==> config.mk <==
export PLATFORM = sky130hd
export DESIGN_NAME = keypad_bcd_packer
export DESIGN_NICKNAME = d
export VERILOG_FILES = /design/src/rtl/keypad_bcd_packer_pkg.sv /design/src/rtl/keypad_bcd_packer_cycle_timer.sv /design/src/rtl/keypad_bcd_packer.sv
export SDC_FILE = /design/constraint.sdc
export NUM_CORES = 1
export LEC_CHECK = 0
export CAP_MARGIN = 20
export CORE_ASPECT_RATIO = 0.8
export CORE_UTILIZATION = 40
export CTS_CLUSTER_DIAMETER = 200
export DETAILED_ROUTE_END_ITERATION = 12
export PLACE_DENSITY = 0.62
export SETUP_SLACK_MARGIN = 0.1
export SYNTH_ARGS = -nofsm -noshare
export SYNTH_HDL_FRONTEND = slang
export SYNTH_SLANG_ARGS = --single-unit
==> constraint.sdc <==
create_clock -name clk -period 2.4 [get_ports clk]
set_clock_uncertainty 0.05 [all_clocks]
set_input_delay 0.48 -clock clk [delete_from_list [all_inputs] [get_ports clk]]
set_output_delay 0.48 -clock clk [all_outputs]
set_load 0.05 [all_outputs]
==> src/rtl/keypad_bcd_packer_pkg.sv <==
// keypad_bcd_packer_pkg
//   Shared types and constants for the PIN-entry front end.
//   bcdPac_t : six BCD nibbles, index 0 (BCD0) is the least significant /
//              newest position; index 5 is BCD5.
//   entry_state_t : entry FSM states.
package keypad_bcd_packer_pkg;

  typedef logic [5:0][3:0] bcdPac_t;

  localparam logic [3:0] BCD_DASH  = 4'hA;
  localparam logic [3:0] BCD_BLANK = 4'hB;
  localparam logic [3:0] BCD_NONE  = 4'hF;
  localparam logic [3:0] KEY_CLEAR = 4'hA;
  localparam logic [3:0] KEY_ENTER = 4'hB;

  typedef enum logic [1:0] {
    ST_IDLE   = 2'd0,
    ST_ENTRY  = 2'd1,
    ST_SUBMIT = 2'd2
  } entry_state_t;

endpackage

==> src/rtl/keypad_bcd_packer_cycle_timer.sv <==
// cycle_timer
//   Saturating cycle counter. Counts up while enabled and holds at LIMIT-1,
//   where o_expired is asserted. Restart, reset or a low enable force it to 0.
// Ports:
//   i_clk, i_rst   : clock, synchronous active-high reset
//   i_enable       : count while high, held at 0 while low
//   i_restart      : return to 0 on the next edge
//   o_expired      : counter has reached LIMIT-1 (decoded from the register)
module cycle_timer #(
  parameter int LIMIT = 2
) (
  input  logic i_clk,
  input  logic i_rst,
  input  logic i_enable,
  input  logic i_restart,
  output logic o_expired
);

  localparam int W = (LIMIT > 1) ? $clog2(LIMIT) : 1;
  localparam logic [W-1:0] LAST = W'(LIMIT - 1);

  logic [W-1:0] r_cnt;

  always_ff @(posedge i_clk) begin
    if (i_rst || i_restart || !i_enable) begin
      r_cnt <= '0;
    end else if (r_cnt != LAST) begin
      r_cnt <= r_cnt + 1'b1;
    end
  end

  assign o_expired = (r_cnt == LAST);

endmodule

==> src/rtl/keypad_bcd_packer.sv <==
// keypad_bcd_packer
//   Assembles debounced keypad digits into a BCD packet. Drives a masked
//   display image (one dash per digit, newest digit briefly in clear) and
//   delivers the unmasked PIN on '#'. '*', timeout or reset discard the entry.
// Handshake: key_valid is a one-cycle strobe qualifying key_code; there is no
//   back-pressure, every strobe is consumed in its cycle. pin_valid and
//   pin_error are one-cycle pulses; pin_digits/pin_len are valid with pin_valid.
// Ports:
//   clk, rst               : clock, synchronous active-high reset
//   key_valid, key_code    : key strobe and code (0-9 digit, A '*', B '#')
//   bcd_packet_operacional : display image
//   enable_o               : entry in progress (ENTRY or SUBMIT)
//   pin_digits, pin_len    : unmasked PIN buffer and its length
//   pin_valid, pin_error   : submit accepted / submit too short pulses
//   o_dbg_state            : current FSM state
module keypad_bcd_packer
  import keypad_bcd_packer_pkg::*;
#(
  parameter int TIMEOUT_CYCLES = 250_000_000,
  parameter int MASK_CYCLES    = 50_000_000,
  parameter int MIN_DIGITS     = 4,
  parameter int MAX_DIGITS     = 6
) (
  input  logic         clk,
  input  logic         rst,
  input  logic         key_valid,
  input  logic [3:0]   key_code,
  output bcdPac_t      bcd_packet_operacional,
  output logic         enable_o,
  output bcdPac_t      pin_digits,
  output logic [2:0]   pin_len,
  output logic         pin_valid,
  output logic         pin_error,
  output entry_state_t o_dbg_state
);

  localparam logic [2:0] MAX_LEN = 3'(MAX_DIGITS);
  localparam logic [2:0] MIN_LEN = 3'(MIN_DIGITS);

  entry_state_t r_state;
  bcdPac_t      r_buf;
  logic [2:0]   r_len;
  logic         r_pin_valid;
  logic         r_pin_error;

  logic w_is_digit;
  logic w_run;
  logic w_tmo_restart;
  logic w_mask_restart;
  logic w_tmo_expired;
  logic w_mask_expired;

  assign w_is_digit = key_valid && (key_code <= 4'd9);
  assign w_run      = (r_state == ST_ENTRY);

  // Any digit (even one dropped at full length) keeps the entry alive, but
  // only an accepted digit brings a new digit into clear view.
  assign w_tmo_restart  = w_is_digit;
  assign w_mask_restart = w_is_digit && ((r_state == ST_IDLE) || (r_len < MAX_LEN));

  cycle_timer #(.LIMIT(TIMEOUT_CYCLES)) u_timeout (
    .i_clk     (clk),
    .i_rst     (rst),
    .i_enable  (w_run),
    .i_restart (w_tmo_restart),
    .o_expired (w_tmo_expired)
  );

  cycle_timer #(.LIMIT(MASK_CYCLES)) u_mask (
    .i_clk     (clk),
    .i_rst     (rst),
    .i_enable  (w_run),
    .i_restart (w_mask_restart),
    .o_expired (w_mask_expired)
  );

  always_ff @(posedge clk) begin
    if (rst) begin
      r_state     <= ST_IDLE;
      r_buf       <= {6{BCD_NONE}};
      r_len       <= 3'd0;
      r_pin_valid <= 1'b0;
      r_pin_error <= 1'b0;
    end else begin
      r_pin_valid <= 1'b0;
      r_pin_error <= 1'b0;
      case (r_state)
        ST_IDLE: begin
          if (w_is_digit) begin
            r_buf   <= {r_buf[4:0], key_code};
            r_len   <= 3'd1;
            r_state <= ST_ENTRY;
          end
        end
        ST_ENTRY: begin
          // Digits and command keys take priority over a coincident timeout.
          if (w_is_digit) begin
            if (r_len < MAX_LEN) begin
              r_buf <= {r_buf[4:0], key_code};
              r_len <= r_len + 3'd1;
            end
          end else if (key_valid && (key_code == KEY_CLEAR)) begin
            r_buf   <= {6{BCD_NONE}};
            r_len   <= 3'd0;
            r_state <= ST_IDLE;
          end else if (key_valid && (key_code == KEY_ENTER)) begin
            if (r_len >= MIN_LEN) begin
              r_pin_valid <= 1'b1;
              r_state     <= ST_SUBMIT;
            end else begin
              r_pin_error <= 1'b1;
              r_buf       <= {6{BCD_NONE}};
              r_len       <= 3'd0;
              r_state     <= ST_IDLE;
            end
          end else if (w_tmo_expired) begin
            r_buf   <= {6{BCD_NONE}};
            r_len   <= 3'd0;
            r_state <= ST_IDLE;
          end
        end
        ST_SUBMIT: begin
          r_buf   <= {6{BCD_NONE}};
          r_len   <= 3'd0;
          r_state <= ST_IDLE;
        end
        default: begin
          r_buf   <= {6{BCD_NONE}};
          r_len   <= 3'd0;
          r_state <= ST_IDLE;
        end
      endcase
    end
  end

  // Display image decoded from registers only.
  always_comb begin
    bcd_packet_operacional = {6{BCD_BLANK}};
    for (int i = 0; i < 6; i++) begin
      if (3'(i) >= r_len) begin
        bcd_packet_operacional[i] = BCD_BLANK;
      end else if ((i == 0) && !w_mask_expired) begin
        bcd_packet_operacional[i] = r_buf[0];
      end else begin
        bcd_packet_operacional[i] = BCD_DASH;
      end
    end
  end

  assign enable_o    = (r_state != ST_IDLE);
  assign pin_digits  = r_buf;
  assign pin_len     = r_len;
  assign pin_valid   = r_pin_valid;
  assign pin_error   = r_pin_error;
  assign o_dbg_state = r_state;

endmodule

# Word level (Yosys, flattened, before mapping)
# Cells that the tools add are included.
dict set report op_classes {
  add_sub_neg 3
  order_cmp 9
  n_eq_ne 13
  n_mux 32
  bitwise_logic 2
  n_reduce_logical 15
}
# op count
set ops {}
lappend ops {{$mux 24} 7}
lappend ops {{$pmux 24 s2} 1}
lappend ops {{$add 28x1->28 const B} 1}
lappend ops {{$eq 28x28->1 const B} 1}
lappend ops {{$ne 28x28->1 const B} 1}
lappend ops {{$add 26x1->26 const B} 1}
lappend ops {{$eq 26x26->1 const B} 1}
lappend ops {{$ne 26x26->1 const B} 1}
lappend ops {{$mux 3} 7}
lappend ops {{$mux 2} 6}
lappend ops {{$ne 5x5->1 const B} 2}
lappend ops {{$eq 4x4->1 const B} 2}
lappend ops {{$mux 4} 2}
lappend ops {{$mux 1} 7}
lappend ops {{$ge 1x3->1 const A} 2}
lappend ops {{$ge 2x3->1 const A} 2}
lappend ops {{$ge 3x3->1 const A} 2}
lappend ops {{$pmux 3 s2} 1}
lappend ops {{$logic_or 1x1->1} 5}
lappend ops {{$reduce_or 5->1} 1}
lappend ops {{$le 4x4->1 const B} 1}
lappend ops {{$logic_and 1x1->1} 4}
lappend ops {{$ne 4x4->1 const B} 1}
lappend ops {{$pmux 2 s2} 1}
lappend ops {{other kinds (13)} 14}
dict set report totals {
  regBits 85
  in_bits 7
  out_inout_bits 56
  wordCells 86
}

# Depth between registers and ports, before layout
dict set report logic_depth {
  depth_word 6
  ltp_mapped 8
  ltp_nobuf 6
}

# Modules after synthesis
# Synthesis repeated with hierarchy kept, for this count alone.
dict set report hier_totals {
  cells_unflattened 537
  area_unflattened_um2 4556.9
}
# module n_inst cells_per_inst area_per_inst_um2 seq_area_each_um2
set by_module_without_submodules {}
lappend by_module_without_submodules {keypad_bcd_packer 1 187 1685.4 620.6}
lappend by_module_without_submodules {{cycle_timer at u_timeout} 1 183 1512.7 560.5}
lappend by_module_without_submodules {{cycle_timer at u_mask} 1 167 1358.8 520.5}

# Worst setup path before layout
# OpenSTA, ideal clock, no wires.
dict set report synth_timing {
  path_kind {register -> output}
  from {register r_len[1], in the netlist pin_len[1]}
  to {output port bcd_packet_operacional[2] (netlist bit)}
  arrival_time_ns 2.528
  required_ns 1.870
  slack_ns -0.658
  stages_incl_launch_ff 6
  n_path_buf 0
  cell_sequence {dfxtp_1 -> inv_1 -> ha_1 -> a21oi_1 -> nor2_1 -> nor3b_1}
}
# element line_no
set synth_lines {}
lappend synth_lines {{start: declaration} keypad_bcd_packer.sv:42} ;# logic [2:0] r_len;
lappend synth_lines {{start signal: assignment} keypad_bcd_packer.sv:100} ;# r_len <= r_len + 3'd1;
lappend synth_lines {{end: declaration} keypad_bcd_packer.sv:28} ;# output bcdPac_t bcd_packet_operacional,

==> impl_metrics.ini <==
[routing]
drtIter0Drc = 96
totalWireLength_um = 8900
vias_per_cell = 5.23
drc_errors = 0
routedWlPerCell_um = 14.4
antenna_left = 0
num_vias = 3228
dr.pass1.iters = 4

[logic_synthesis]
syn_inst = 437
yosys-top-cells-area = dfxtp_1 43%, xnor2_1 7.6%, o22a_2 5.6%
synth_cell_type_count = 54
ys.warnings.count = 0
synth_seq_area_share_pct = 43.3
synth_edf_count = 0
ys.flop_type = dfxtp_1
avgSynthCellArea_um2 = 9.00
synth.top_cell.area_share_pct = 43.3
synth-async-reset-ratio_pct = 0
synth-seq-cells = 85
synth_area_um2 = 3930
yosysTopAreaCell = dfxtp_1

[timing]
hold_ws_ns = 0.405
finalHoldViolations = 0
drv_slew = 0
worst_pin_slew_ns = 0.547
worst_slack_ns = -0.0719
max_freq_ghz = 0.405
period_minus_slack_ns = 2.47
timing.final.crit_share_pct = 103
setup_viol_count_final = 3
rsz0062_at_grt = yes
max_slew_margin_pct = 63.4

[clock_network]
clock_latency_ns = 0.35
clk_pin_slew_ns = 0.07
cts_root_buffer = clkbuf_16
h-tree-depth = 3
postCtsHoldBufs = 0
clock_path_buffers = 2
clock-sinks = 85
cts_tree = yes
cts_made_buffers = 9

[worst_setup_path]
critical_path.cell_chain = nor4bb_1 > nand4_1 > nor4_4 > buf_4 > o22ai_1 > buf_4
endpoint_kind = primary output
cp_max_fo = 5
critPathMaxStageDelay_ns = 0.35
cpMaxStageDelayCell = dfxtp_1
crit_top_cell = buf_4
arrival_ns = 1.94
reg2reg_slack_ns = 0.28
startpoint_type = flop
path_class = flop to primary output
cp_top_family = simple AND/OR/NAND/NOR gates
path_buf_inv = 2
crit_required_ns = 1.87

[job]
cap_violations = 0

[layout]
final_nets = 509
final_cell_mix = 75 x dfxtp_1, 54 x nor2_1, 37 x clkdlybuf4s50_1, 36 x nand2_1, 34 x xnor2_1
diodes = 0
final_core_util_pct = 53.3
fillers = 877
drive_gt1_share_pct = 18.3
final_common_cell = dfxtp_1
syn_to_final_growth_pct = 26.3
fin_cells = 617

[min_path]
hp-class = flop to flop

[grt]
gr-total-overflow = 0
grt_pass1_vias = 3132
grt_first_pass_wirelength_um = 15000
grt_max_degree = 27
track_usage_pct = 18.4
antenna_found_initial = 0

[placed_design]
dpl.cell_count = 596
dp_hpwl_um = 6270
place_congestion = 0.807
portBuffers = 47
place_ws_ns = 0.104

[power]
power-per-cell-area_nw_per_um2 = 629
peakVddDrop_mv = 0.426
power_leakage_uw = 0.00170

[floorplanning]
initial_core_util_pct = 42.2
std_cell_rows = 31
die_w_um = 113
die_height_um = 90.7
core-area_um2 = 9310
die_area_um2 = 10200
ioPinCount = 63

[status]
violations = setup timing
status = complete, but fails checks
[through the flow]
step | TNS (ns) | cell area (um^2) | power (uW)
6_report | -0.182 | 4970 | 3120
5_1_grt | -0.460 | 4970 | 3230
4_1_cts | -0.197 | 4930 | 3160
3_5_place_dp | 0 | 4550 | 1710
3_3_place_gp | 0 | 4550 | 1710
2_1_floorplan | 0 | 3990 | 1660
[state kept, by name, summed over array words and instances (netlist names)]
signal / cells
pin_len: 3
o_dbg_state: 2
u_mask.r_cnt: 26
pin_error: 1
pin_digits: 24
u_timeout.r_cnt: 28
pin_valid: 1
[metal layers]
layer  part of all wire [%]  wire length, um  GRT usage [%]
met2                     43             3850           27.9
met1                     49             4380           23.9
met3                    5.7              508           6.11
met5                      0                0              0
met4                    1.9              165           8.00
[cell usage after synthesis, drive strengths merged, types with 3 or more instances]
cell type and count:
and3 3, clkbuf 11, and2 7, nor2 55, o21ai 8, dfxtp 85
a21oi 11, or3 6, and4 8, ha 5, xor2 7, inv 12
buf 22, nand3 21, nand4 17, mux2i 3, o22a 23, xnor2 34
nor3 16, nor4 12, nand2 37, o21a 3
[where the power goes]
| part | total (uW) | switching, uW | internal, uW |
|---|---|---|---|
| Clock | 1440 | 592 | 852 |
| Combinational | 246 | 173 | 73.3 |
| Sequential | 1430 | 13.1 | 1420 |
[area by class of cell]
type	count	area, um^2	share of cell area (%)
well taps	115	144	2.90
flip-flops and latches	85	1720	34.6
multi-input cells	320	2090	42.0
clock inverters	6	76.3	1.54
inverters	12	45.0	0.907
repair buffers	69	657	13.2
clock buffers	10	239	4.81
[worst register-to-register path: stages (launching register included)]
cell and delay [ns]:
dfxtp_1 0.36, ha_1 0.26, nand2_1 0.13, nor4_4 0.52, nand2_4 0.16, a32oi_4 0.23
buf_12 0.20, o22a_2 0.16
[worst paths after layout]
path | to | cells after the start | startpoint
max | bcd_packet_operacional[0] | 6 | u_mask.r_cnt[25]
min | u_mask.r_cnt[4] | 1 | u_mask.r_cnt[4]
max reg2reg | pin_digits[23] | 7 | u_timeout.r_cnt[1]
min reg2reg | u_mask.r_cnt[4] | 1 | u_mask.r_cnt[4]
[timing repair]
action                     in CTS  in global routing
setup endpoints to repair       8                  4
setup buffers                   3                  2
pin swaps                       1                  3
resized for setup              16                  8
[cell families (layout without fill, tap and decap cells)]
group | Yosys count | in the layout | share of synthesized area (%)
multiplexers | 3 | 3 | 0.764
AO/OA/AOI/OAI | 60 | 60 | 12.4
other | 2 | 15 | 0.191
adder cells (fa/ha/maj) | 5 | 5 | 1.59
flip-flops | 85 | 85 | 43.3
XOR/XNOR | 41 | 41 | 9.13
AND/OR/NAND/NOR | 196 | 196 | 26.3
buffers and inverters | 45 | 97 | 6.40
Power figures use the tool's default switching activity.
